### src/rtl/bsg_array_concentrate_pkg.sv
// Shared definitions for the static array concentrator and deconcentrator.
// Both ends derive the beat-to-row mapping from the same functions here.
package bsg_array_concentrate_pkg;

  typedef enum logic {COLLECT, FULL} state_e;

  function automatic int popcount_pattern(input logic [63:0] pattern);
    int n = 0;
    for (int i = 0; i < 64; i++) n += int'(pattern[i]);
    return n;
  endfunction

  // Row index of the k-th set bit, counting from the LSB.
  function automatic int nth_set_bit(input logic [63:0] pattern, input int k);
    int seen = 0;
    int row  = 0;
    for (int i = 0; i < 64; i++) begin
      if (pattern[i]) begin
        if (seen == k) row = i;
        seen++;
      end
    end
    return row;
  endfunction

  function automatic int ctr_width(input int els);
    return (els > 1) ? $clog2(els) : 1;
  endfunction

endpackage

### src/rtl/bsg_array_deconcentrate_serial_in_if.sv
// Beat input (valid/ready) and assembled-array output (valid/yumi) bundle.
interface bsg_array_deconcentrate_serial_in_if #(
   parameter int width_p = 128,
   parameter int rows_p  = 5
);
   logic                        v_i;
   logic [width_p-1:0]          data_i;
   logic                        ready_o;
   logic                        v_o;
   logic [rows_p*width_p-1:0]   data_o;
   logic                        yumi_i;

   modport master (output v_i, data_i, yumi_i, input ready_o, v_o, data_o);
   modport slave  (input v_i, data_i, yumi_i, output ready_o, v_o, data_o);
endinterface

### src/rtl/bsg_array_deconcentrate_beat_ctr.sv
// Beat index counter: wraps to zero after els_p-1, with a clear for re-arming.
module bsg_array_deconcentrate_beat_ctr
   import bsg_array_concentrate_pkg::*;
#(
   parameter  int els_p    = 2,
   localparam int width_lp = ctr_width(els_p)
) (
   input  logic                clk_i,
   input  logic                reset_n_i,
   input  logic                incr,
   input  logic                clear,
   output logic [width_lp-1:0] count
);

   // NOTE: state registers use non-blocking assignments so every flop samples pre-edge values.
   always_ff @(posedge clk_i or negedge reset_n_i) begin
      if (!reset_n_i)
         count <= '0;
      else if (clear)
         count <= '0;
      else if (incr)
         count <= (count == width_lp'(els_p - 1)) ? '0 : count + width_lp'(1);
   end

endmodule

### src/rtl/bsg_array_deconcentrate_serial_in.sv
// Row-serial receiver: places each beat at its pattern row, zero-fills the rest,
// and presents the full array over a valid/yumi link.
module bsg_array_deconcentrate_serial_in
   import bsg_array_concentrate_pkg::*;
#(
   parameter int width_p   = 128,
   parameter     pattern_p = 5'b10001
) (
   input  logic clk_i,
   input  logic reset_n_i,
   bsg_array_deconcentrate_serial_in_if.slave link
);

   localparam int rows_p       = $bits(pattern_p);
   localparam int els_p        = popcount_pattern(64'(pattern_p));
   localparam int ctr_width_lp = ctr_width(els_p);

   function automatic logic [els_p-1:0][rows_p-1:0] build_row_lut();
      logic [els_p-1:0][rows_p-1:0] lut;
      for (int k = 0; k < els_p; k++)
         lut[k] = rows_p'(1) << nth_set_bit(64'(pattern_p), k);
      return lut;
   endfunction

   localparam logic [els_p-1:0][rows_p-1:0] row_lut = build_row_lut();

   state_e                          state_q, state_d;
   logic [ctr_width_lp-1:0]         count;
   logic                            accept, last, clear;
   logic [rows_p-1:0]               we;
   logic [rows_p-1:0][width_p-1:0]  data_q;

   assign link.v_o     = (state_q == FULL);
   assign link.ready_o = reset_n_i & (~link.v_o | link.yumi_i);
   assign accept       = link.v_i & link.ready_o;
   assign last         = (count == ctr_width_lp'(els_p - 1));
   // Re-arm at beat 0 when an array is released without a new beat arriving.
   assign clear        = link.v_o & link.yumi_i & ~accept;

   bsg_array_deconcentrate_beat_ctr #(.els_p(els_p)) beat_ctr (
      .clk_i     (clk_i),
      .reset_n_i (reset_n_i),
      .incr      (accept),
      .clear     (clear),
      .count     (count)
   );

   always_ff @(posedge clk_i or negedge reset_n_i) begin
      if (!reset_n_i) state_q <= COLLECT;
      else            state_q <= state_d;
   end

   // NOTE: every always_comb output gets a default first so no path infers a latch.
   always_comb begin
      state_d = state_q;
      if (accept && last)   state_d = FULL;
      else if (link.yumi_i) state_d = COLLECT;
   end

   always_comb begin
      we = '0;
      for (int k = 0; k < els_p; k++)
         if (accept && count == ctr_width_lp'(k)) we = we | row_lut[k];
   end

   // NOTE: the row storage is reset because unselected rows must read as zero and data_o is 0 out of reset.
   always_ff @(posedge clk_i or negedge reset_n_i) begin
      if (!reset_n_i) begin
         data_q <= '0;
      end else begin
         for (int r = 0; r < rows_p; r++)
            if (we[r]) data_q[r] <= link.data_i;
      end
   end

   assign link.data_o = data_q;

endmodule
### src/flat_wrapper.sv
// flat-port wrapper written by rule: the top's interface ports become plain ports
module bsg_array_deconcentrate_serial_in_flat import bsg_array_concentrate_pkg::*;
#(
   parameter int width_p   = 128,
   parameter     pattern_p = 5'b10001
)
  (clk_i, reset_n_i, link_v_i, link_data_i, link_yumi_i, link_ready_o, link_v_o, link_data_o);
  bsg_array_deconcentrate_serial_in_if #(.width_p(width_p)) link_i ();
  input  logic clk_i;
  input  logic reset_n_i;
  input wire logic [$bits(link_i.v_i)-1:0] link_v_i;
  input wire logic [$bits(link_i.data_i)-1:0] link_data_i;
  input wire logic [$bits(link_i.yumi_i)-1:0] link_yumi_i;
  output wire logic [$bits(link_i.ready_o)-1:0] link_ready_o;
  output wire logic [$bits(link_i.v_o)-1:0] link_v_o;
  output wire logic [$bits(link_i.data_o)-1:0] link_data_o;
  assign link_i.v_i = link_v_i;
  assign link_i.data_i = link_data_i;
  assign link_i.yumi_i = link_yumi_i;
  assign link_ready_o = link_i.ready_o;
  assign link_v_o = link_i.v_o;
  assign link_data_o = link_i.data_o;
  bsg_array_deconcentrate_serial_in #(.width_p(width_p), .pattern_p(pattern_p)) u_core (.clk_i(clk_i), .reset_n_i(reset_n_i), .link(link_i));
endmodule
### config.mk
export PLATFORM = sky130hd
export DESIGN_NAME = bsg_array_deconcentrate_serial_in_flat
export DESIGN_NICKNAME = d
export VERILOG_FILES = /design/src/rtl/bsg_array_concentrate_pkg.sv /design/src/rtl/bsg_array_deconcentrate_serial_in_if.sv /design/src/rtl/bsg_array_deconcentrate_beat_ctr.sv /design/src/rtl/bsg_array_deconcentrate_serial_in.sv /design/src/flat_wrapper.sv
export SDC_FILE = /design/constraint.sdc
export NUM_CORES = 1
export LEC_CHECK = 0
export CAP_MARGIN = 20
export CORE_AREA = 10 10 292 294
export CTS_CLUSTER_DIAMETER = 100
export DETAILED_ROUTE_END_ITERATION = 8
export DIE_AREA = 0 0 302 304
export PLACE_DENSITY_LB_ADDON = 0.2
export SETUP_SLACK_MARGIN = 0.4
export SYNTH_ARGS = -nofsm -noshare
export SYNTH_HDL_FRONTEND = slang
export SYNTH_SLANG_ARGS = --single-unit
### constraint.sdc
create_clock -name clk_i -period 1.8 [get_ports clk_i]
set_clock_uncertainty 0.15 [all_clocks]
set_input_delay 0.27 -clock clk_i [delete_from_list [all_inputs] [get_ports clk_i]]
set_output_delay 0.27 -clock clk_i [all_outputs]
set_load 0.03 [all_outputs]
; ---- Yosys cells after proc, flatten, opt, wreduce, memory -nomap -nowiden
; Index checks and enable logic that the tools add are counted.
[word_totals]
output_inout_bits = 642
register_bits = 642
[classes]
n_reduce_logical = 4
addsub = 1
n_mux = 7
n_bitwise = 8
[ops]
columns = operator, count
row1 = $mux W1, 6
row2 = $mux W5, 1
row3 = $and A1 B1 Y1, 4
row4 = $reduce_bool A2 Y1, 2
row5 = $not A1 Y1, 3
row6 = $logic_and A1 B1 Y1, 2
row7 = $add A1 B1 Y1 const B, 1
row8 = $or A1 B1 Y1, 1

; ---- Logic depth before layout (Yosys ltp)
[logic_depth]
ltp_word = 7
ltp_mapped = 5
ltp_nobuf = 3

; ---- Cells and area by module
; From an unflattened synthesis, not the netlist that was laid out.
[hier_totals]
hier_cells = 938
area_unflattened_um2 = 13060.0
[by_module_without_submodules]
columns = mod, seq_area_each_um2, cells_each, area_each_um2, n_inst
row1 = bsg_array_deconcentrate_serial_in, 6431.2, 935, 13022.5, 1
row2 = bsg_array_deconcentrate_beat_ctr, 25.0, 3, 37.5, 1

; ---- Worst setup path before layout
; Ideal clock, no wire load.
[synth_path]
path_type = flip-flop to flip-flop
start = reg u_core.state_q, in the netlist u_core.link.v_o
end = reg u_core.data_q, in the netlist u_core.link.data_o[100]
setup_time_ns = 0.125
stages_incl_launch_ff = 6
path_slack_ns = -0.004
path_buffers = 2
arrival_time_ns = 1.529
path_cell_list = dfrtp_1 > nor2b_4 > nor3_4 > buf_6 > buf_6 > mux2_2
[synth_between]
elab_chain_len = 7
[synth_lines]
columns = item, line
row1 = from (decl), bsg_array_deconcentrate_serial_in.sv:27  ; state_e state_q, state_d;
row2 = from (signal assigned), bsg_array_deconcentrate_serial_in.sv:50  ; else state_q <= state_d;
row3 = $not A1 Y1, bsg_array_deconcentrate_serial_in.sv:34  ; assign link.ready_o = reset_n_i & (~link.v_o | link.yumi_i);
row4 = $or A1 B1 Y1, bsg_array_deconcentrate_serial_in.sv:34
row5 = $and A1 B1 Y1, bsg_array_deconcentrate_serial_in.sv:34
row6 = $and A1 B1 Y1, bsg_array_deconcentrate_serial_in.sv:35  ; assign accept = link.v_i & link.ready_o;
row7 = $logic_and A1 B1 Y1, bsg_array_deconcentrate_serial_in.sv:63  ; if (accept && count == ctr_width_lp'(k)) we = we | row_lut[k];
row8 = $mux W1, bsg_array_deconcentrate_serial_in.sv:63
row9 = $mux W5, bsg_array_deconcentrate_serial_in.sv:63
row10 = "to (signal, indexed assignment)", bsg_array_deconcentrate_serial_in.sv:72  ; if (we[r]) data_q[r] <= link.data_i;
row11 = to (decl), bsg_array_deconcentrate_serial_in.sv:31  ; logic [rows_p-1:0][width_p-1:0] data_q;
; Every way passes these cells.
; A chain may end at the register's enable or synchronous reset.

; ---- Final worst setup path
[layout_path]
start = reg u_core.state_q, in the netlist u_core.link.v_o
end = reg u_core.data_q, in the netlist u_core.link.data_o[40]
; The elaborated chain is that of the path after synthesis.

==> results.md <==
* Yosys synthesis warning count at 0
* Number of global-route vias before repair at 8423
* Post-Route WL at 43030 um
* WHS at -0.03654 ns
* Weighted congestion at the end of routability-driven global placement at 0.7018
* Leading register cell type out of synthesis: sky130_fd_sc_hd__dfrtp_1
* FF+latch area at 6460 sq um
* Area of the multi-input gates at 5027 sq um
* Max transition margin at 35.49%
* Design internal power at 0.02254 W
* Area of the die at 91810 sq um
* Hold bufs inserted after CTS at 1
* Async set or reset register ratio after synthesis at 100.0%
* Total cell area at the placement stage at 17170 sq um
* Worst-Skew Late Latency at 0.54 ns
* Violations in the final reports: hold timing, setup timing
* Clock tree from TritonCTS: done
* DRC violations left at 0
* Half-perimeter wire length after detailed placement at 32720 um
* Number of iterations in the first detailed-routing pass at 4
* Maximum fanout encountered on the critical timing path at 20
* Post-layout instance area at 19260 sq um
* Netlist area before placement at 13110 sq um
* Number of core rows at 104
* Arrival time at the worst endpoint at 2.08 ns
* Switching power at 0.01568 W
* Least setup slack across all paths after layout at -0.01690 ns
* Part of the power in combinational logic at 53.5%
* Relative contribution of the clock network to total power at 17.9%
* Worst IR Drop VDD at 0.9235 mV
* Worst setup SP type: register
* Static leakage at 9.108 nW
* Die span in y at 304 um
* Transition time of the tightest slew-check pin at 0.9677 ns
* Number of endpoints with negative hold slack in the final report at 1
* Post-Synthesis Cells at 939
* IO Count at 774
* Crit path time final at 1.817 ns
* Global-route usage over all layers at 8.525%
* Most numerous cell in the Yosys netlist: sky130_fd_sc_hd__buf_4
* Number of buffers created by CTS at 35
* Max_cap viols at 0
* Proportion of layout cells with a drive suffix above 1 at 42.54%
* Root buffer cell: sky130_fd_sc_hd__clkbuf_16
* Horizontal extent of the die at 302 um
* Final Slew Violations at 0
* Synth-to-Final Area Change at 46.96%
* Achievable frequency at 550.4 MHz
* Initial Utilization at 16.46%
* Share of total power in sequential cells at 28.6%
* Sequential element share of the synthesized area at 49.25%
* Layout Cells excl Fill at 2535
* Dominant cells by area after synthesis: sky130_fd_sc_hd__dfrtp_1, sky130_fd_sc_hd__buf_4, sky130_fd_sc_hd__mux2_2
* Core area at 79640 sq um
* PD cells at 1984 nW/um^2
* Sink count of the clock tree at 258
* Number of flip-flops and latches in the synthesized netlist at 258
* Share of Yosys cell area claimed by the top area cell type at 49.25%
* Result of the run: finished, violations left
* NumNets Final at 1582
* Switching part of the total at 41.03%
* Synth top cells by count: sky130_fd_sc_hd__buf_4, sky130_fd_sc_hd__dfrtp_1, sky130_fd_sc_hd__mux2_2
* Required time reported for the critical path endpoint at 2.06 ns
* Path class of the lowest-slack min-delay path: in2reg
* Level count of the clock H-tree at 2
* Clk buf depth at 3
* Detailed-route via count at 7580
* Congestion Overflow GR at 0
* Critical path start-end classification: reg2reg
* Routed len/inst at 16.98 um
* Count of different cell masters after synthesis at 19
* First-pass GRT wire length at 59590 um
* Clock-pin slew of the registers on the worst-case setup and hold paths at 0.06 ns
* Mapped Avg Cell Area at 13.96 sq um
* Initial antenna violation count at 2
* Part of the cycle the worst path needs at 100.9%
* Number of instances in the placed design at 2409
* EDFF count, synth at 0
* Pin count of the biggest net entering global routing at 136
* RSZ-0062 raised after global routing: true
* Fill cell total of the finished layout at 8508
* Final Setup Violations at 17
* Drt via density at 2.990
* Endpoint kind of the worst setup timing path: register
* Remaining antenna violation count at 0
* Starting DRC count in detailed routing at 236
* Count of buffers inserted at the top-level ports at 389
* Top cell type by total area after synthesis: sky130_fd_sc_hd__dfrtp_1
layer usage:
layer	wire length, um	track usage (%)	vias up
li1	-	-	3382
met1	15440	8.454	3764
met2	22050	15.73	377
met3	4651	3.790	55
met4	884	2.419	2
met5	7	0	-
power by group through the flow:
stage	sequential [W]	combinational, W	clock [W]
after floorplan	0.0162	0.00620	0
after global placement	0.0106	0.0196	0
after detailed placement	0.0106	0.0196	0
after CTS	0.0109	0.0196	0.00717
after global routing	0.0113	0.0214	0.00739
final	0.0109	0.0204	0.00684
per-stage QoR:
step                power (W)  setup TNS (ns)  util (%)  setup WS, ns  hold WS (ns)
finish                0.03822         -0.1431     24.19      -0.01690      -0.03654
global route          0.04018          -2.173     24.19      -0.08398      -0.03864
CTS                   0.03770         -0.5590     23.36      -0.06925      -0.08765
detailed placement    0.03020          -92.65     21.56       -0.4112        0.3407
global placement      0.03018          -96.84     21.56       -0.4179        0.3383
floorplan             0.02244               0         -       0.09794       -0.1756
cells by family (layout without fill, tap and decap cells):
logic type	Yosys count	in the layout	synth area share, %
muxes	256	256	24.85
AOI/OAI and AO/OA	2	2	0.09543
and+or+nand+nor	9	9	0.5727
other	1	385	0.02861
xor gates and xnor gates	1	1	0.06683
buffers and inverters	412	564	25.13
DFF	258	258	49.25
layout make-up:
cell class	count	share of cell area (%)
Antenna cell	1	0.01299
Clock buffer	52	5.345
Clock inverter	9	0.4481
Multi-Input combinational cell	652	26.10
Sequential cell	258	33.53
Tap cell	1060	6.884
Timing Repair Buffer	503	27.68
timing repair:
action | CTS | global route
gates cloned | 0 | 6
setup buffers | 29 | 28
gates resized for setup | 1153 | 311
pin swaps | 1 | 2
setup endpoints to repair | 514 | 650
hold endpoints to repair | 259 | 1
final timing paths:
path	from	end	slack, ns	cells after the start
min	reset_n_i	u_core.link.v_o	-0.04	4
min in group asynchronous	reset_n_i	u_core.link.data_o[541]	0.39	4
max reg2reg	u_core.link.v_o	u_core.link.data_o[40]	-0.02	5
min reg2reg	u_core.link.data_o[83]	u_core.link.data_o[83]	0.35	1
max in group asynchronous	reset_n_i	u_core.link.data_o[553]	0.18	4
max	u_core.link.v_o	u_core.link.data_o[40]	-0.02	5
layout by cell type, fill, tap and decap left out, types with 10 or more instances in the layout:
master and count:
sky130_fd_sc_hd__clkbuf_16 41, sky130_fd_sc_hd__buf_8 13, sky130_fd_sc_hd__mux2_2 97, sky130_fd_sc_hd__conb_1 384, sky130_fd_sc_hd__dfrtp_1 255, sky130_fd_sc_hd__buf_12 10, sky130_fd_sc_hd__clkdlybuf4s50_1 130, sky130_fd_sc_hd__mux2_4 159
sky130_fd_sc_hd__buf_4 74, sky130_fd_sc_hd__buf_6 201, sky130_fd_sc_hd__dlygate4sd2_1 63
state kept, by name, summed over array words and instances (netlist names):
| register | count |
|---|---|
| u_core.link.v_o | 1 |
| u_core.beat_ctr.count | 1 |
| u_core.link.data_o | 256 |
worst max-delay path: stages (launching register included):
cell and delay, ns:
sky130_fd_sc_hd__dfrtp_2 0.41, sky130_fd_sc_hd__nor2b_4 0.15, sky130_fd_sc_hd__nor3_4 0.21, sky130_fd_sc_hd__buf_12 0.20, sky130_fd_sc_hd__buf_12 0.18, sky130_fd_sc_hd__mux2_2 0.35
Note: power is estimated with default switching activity, not from simulation.
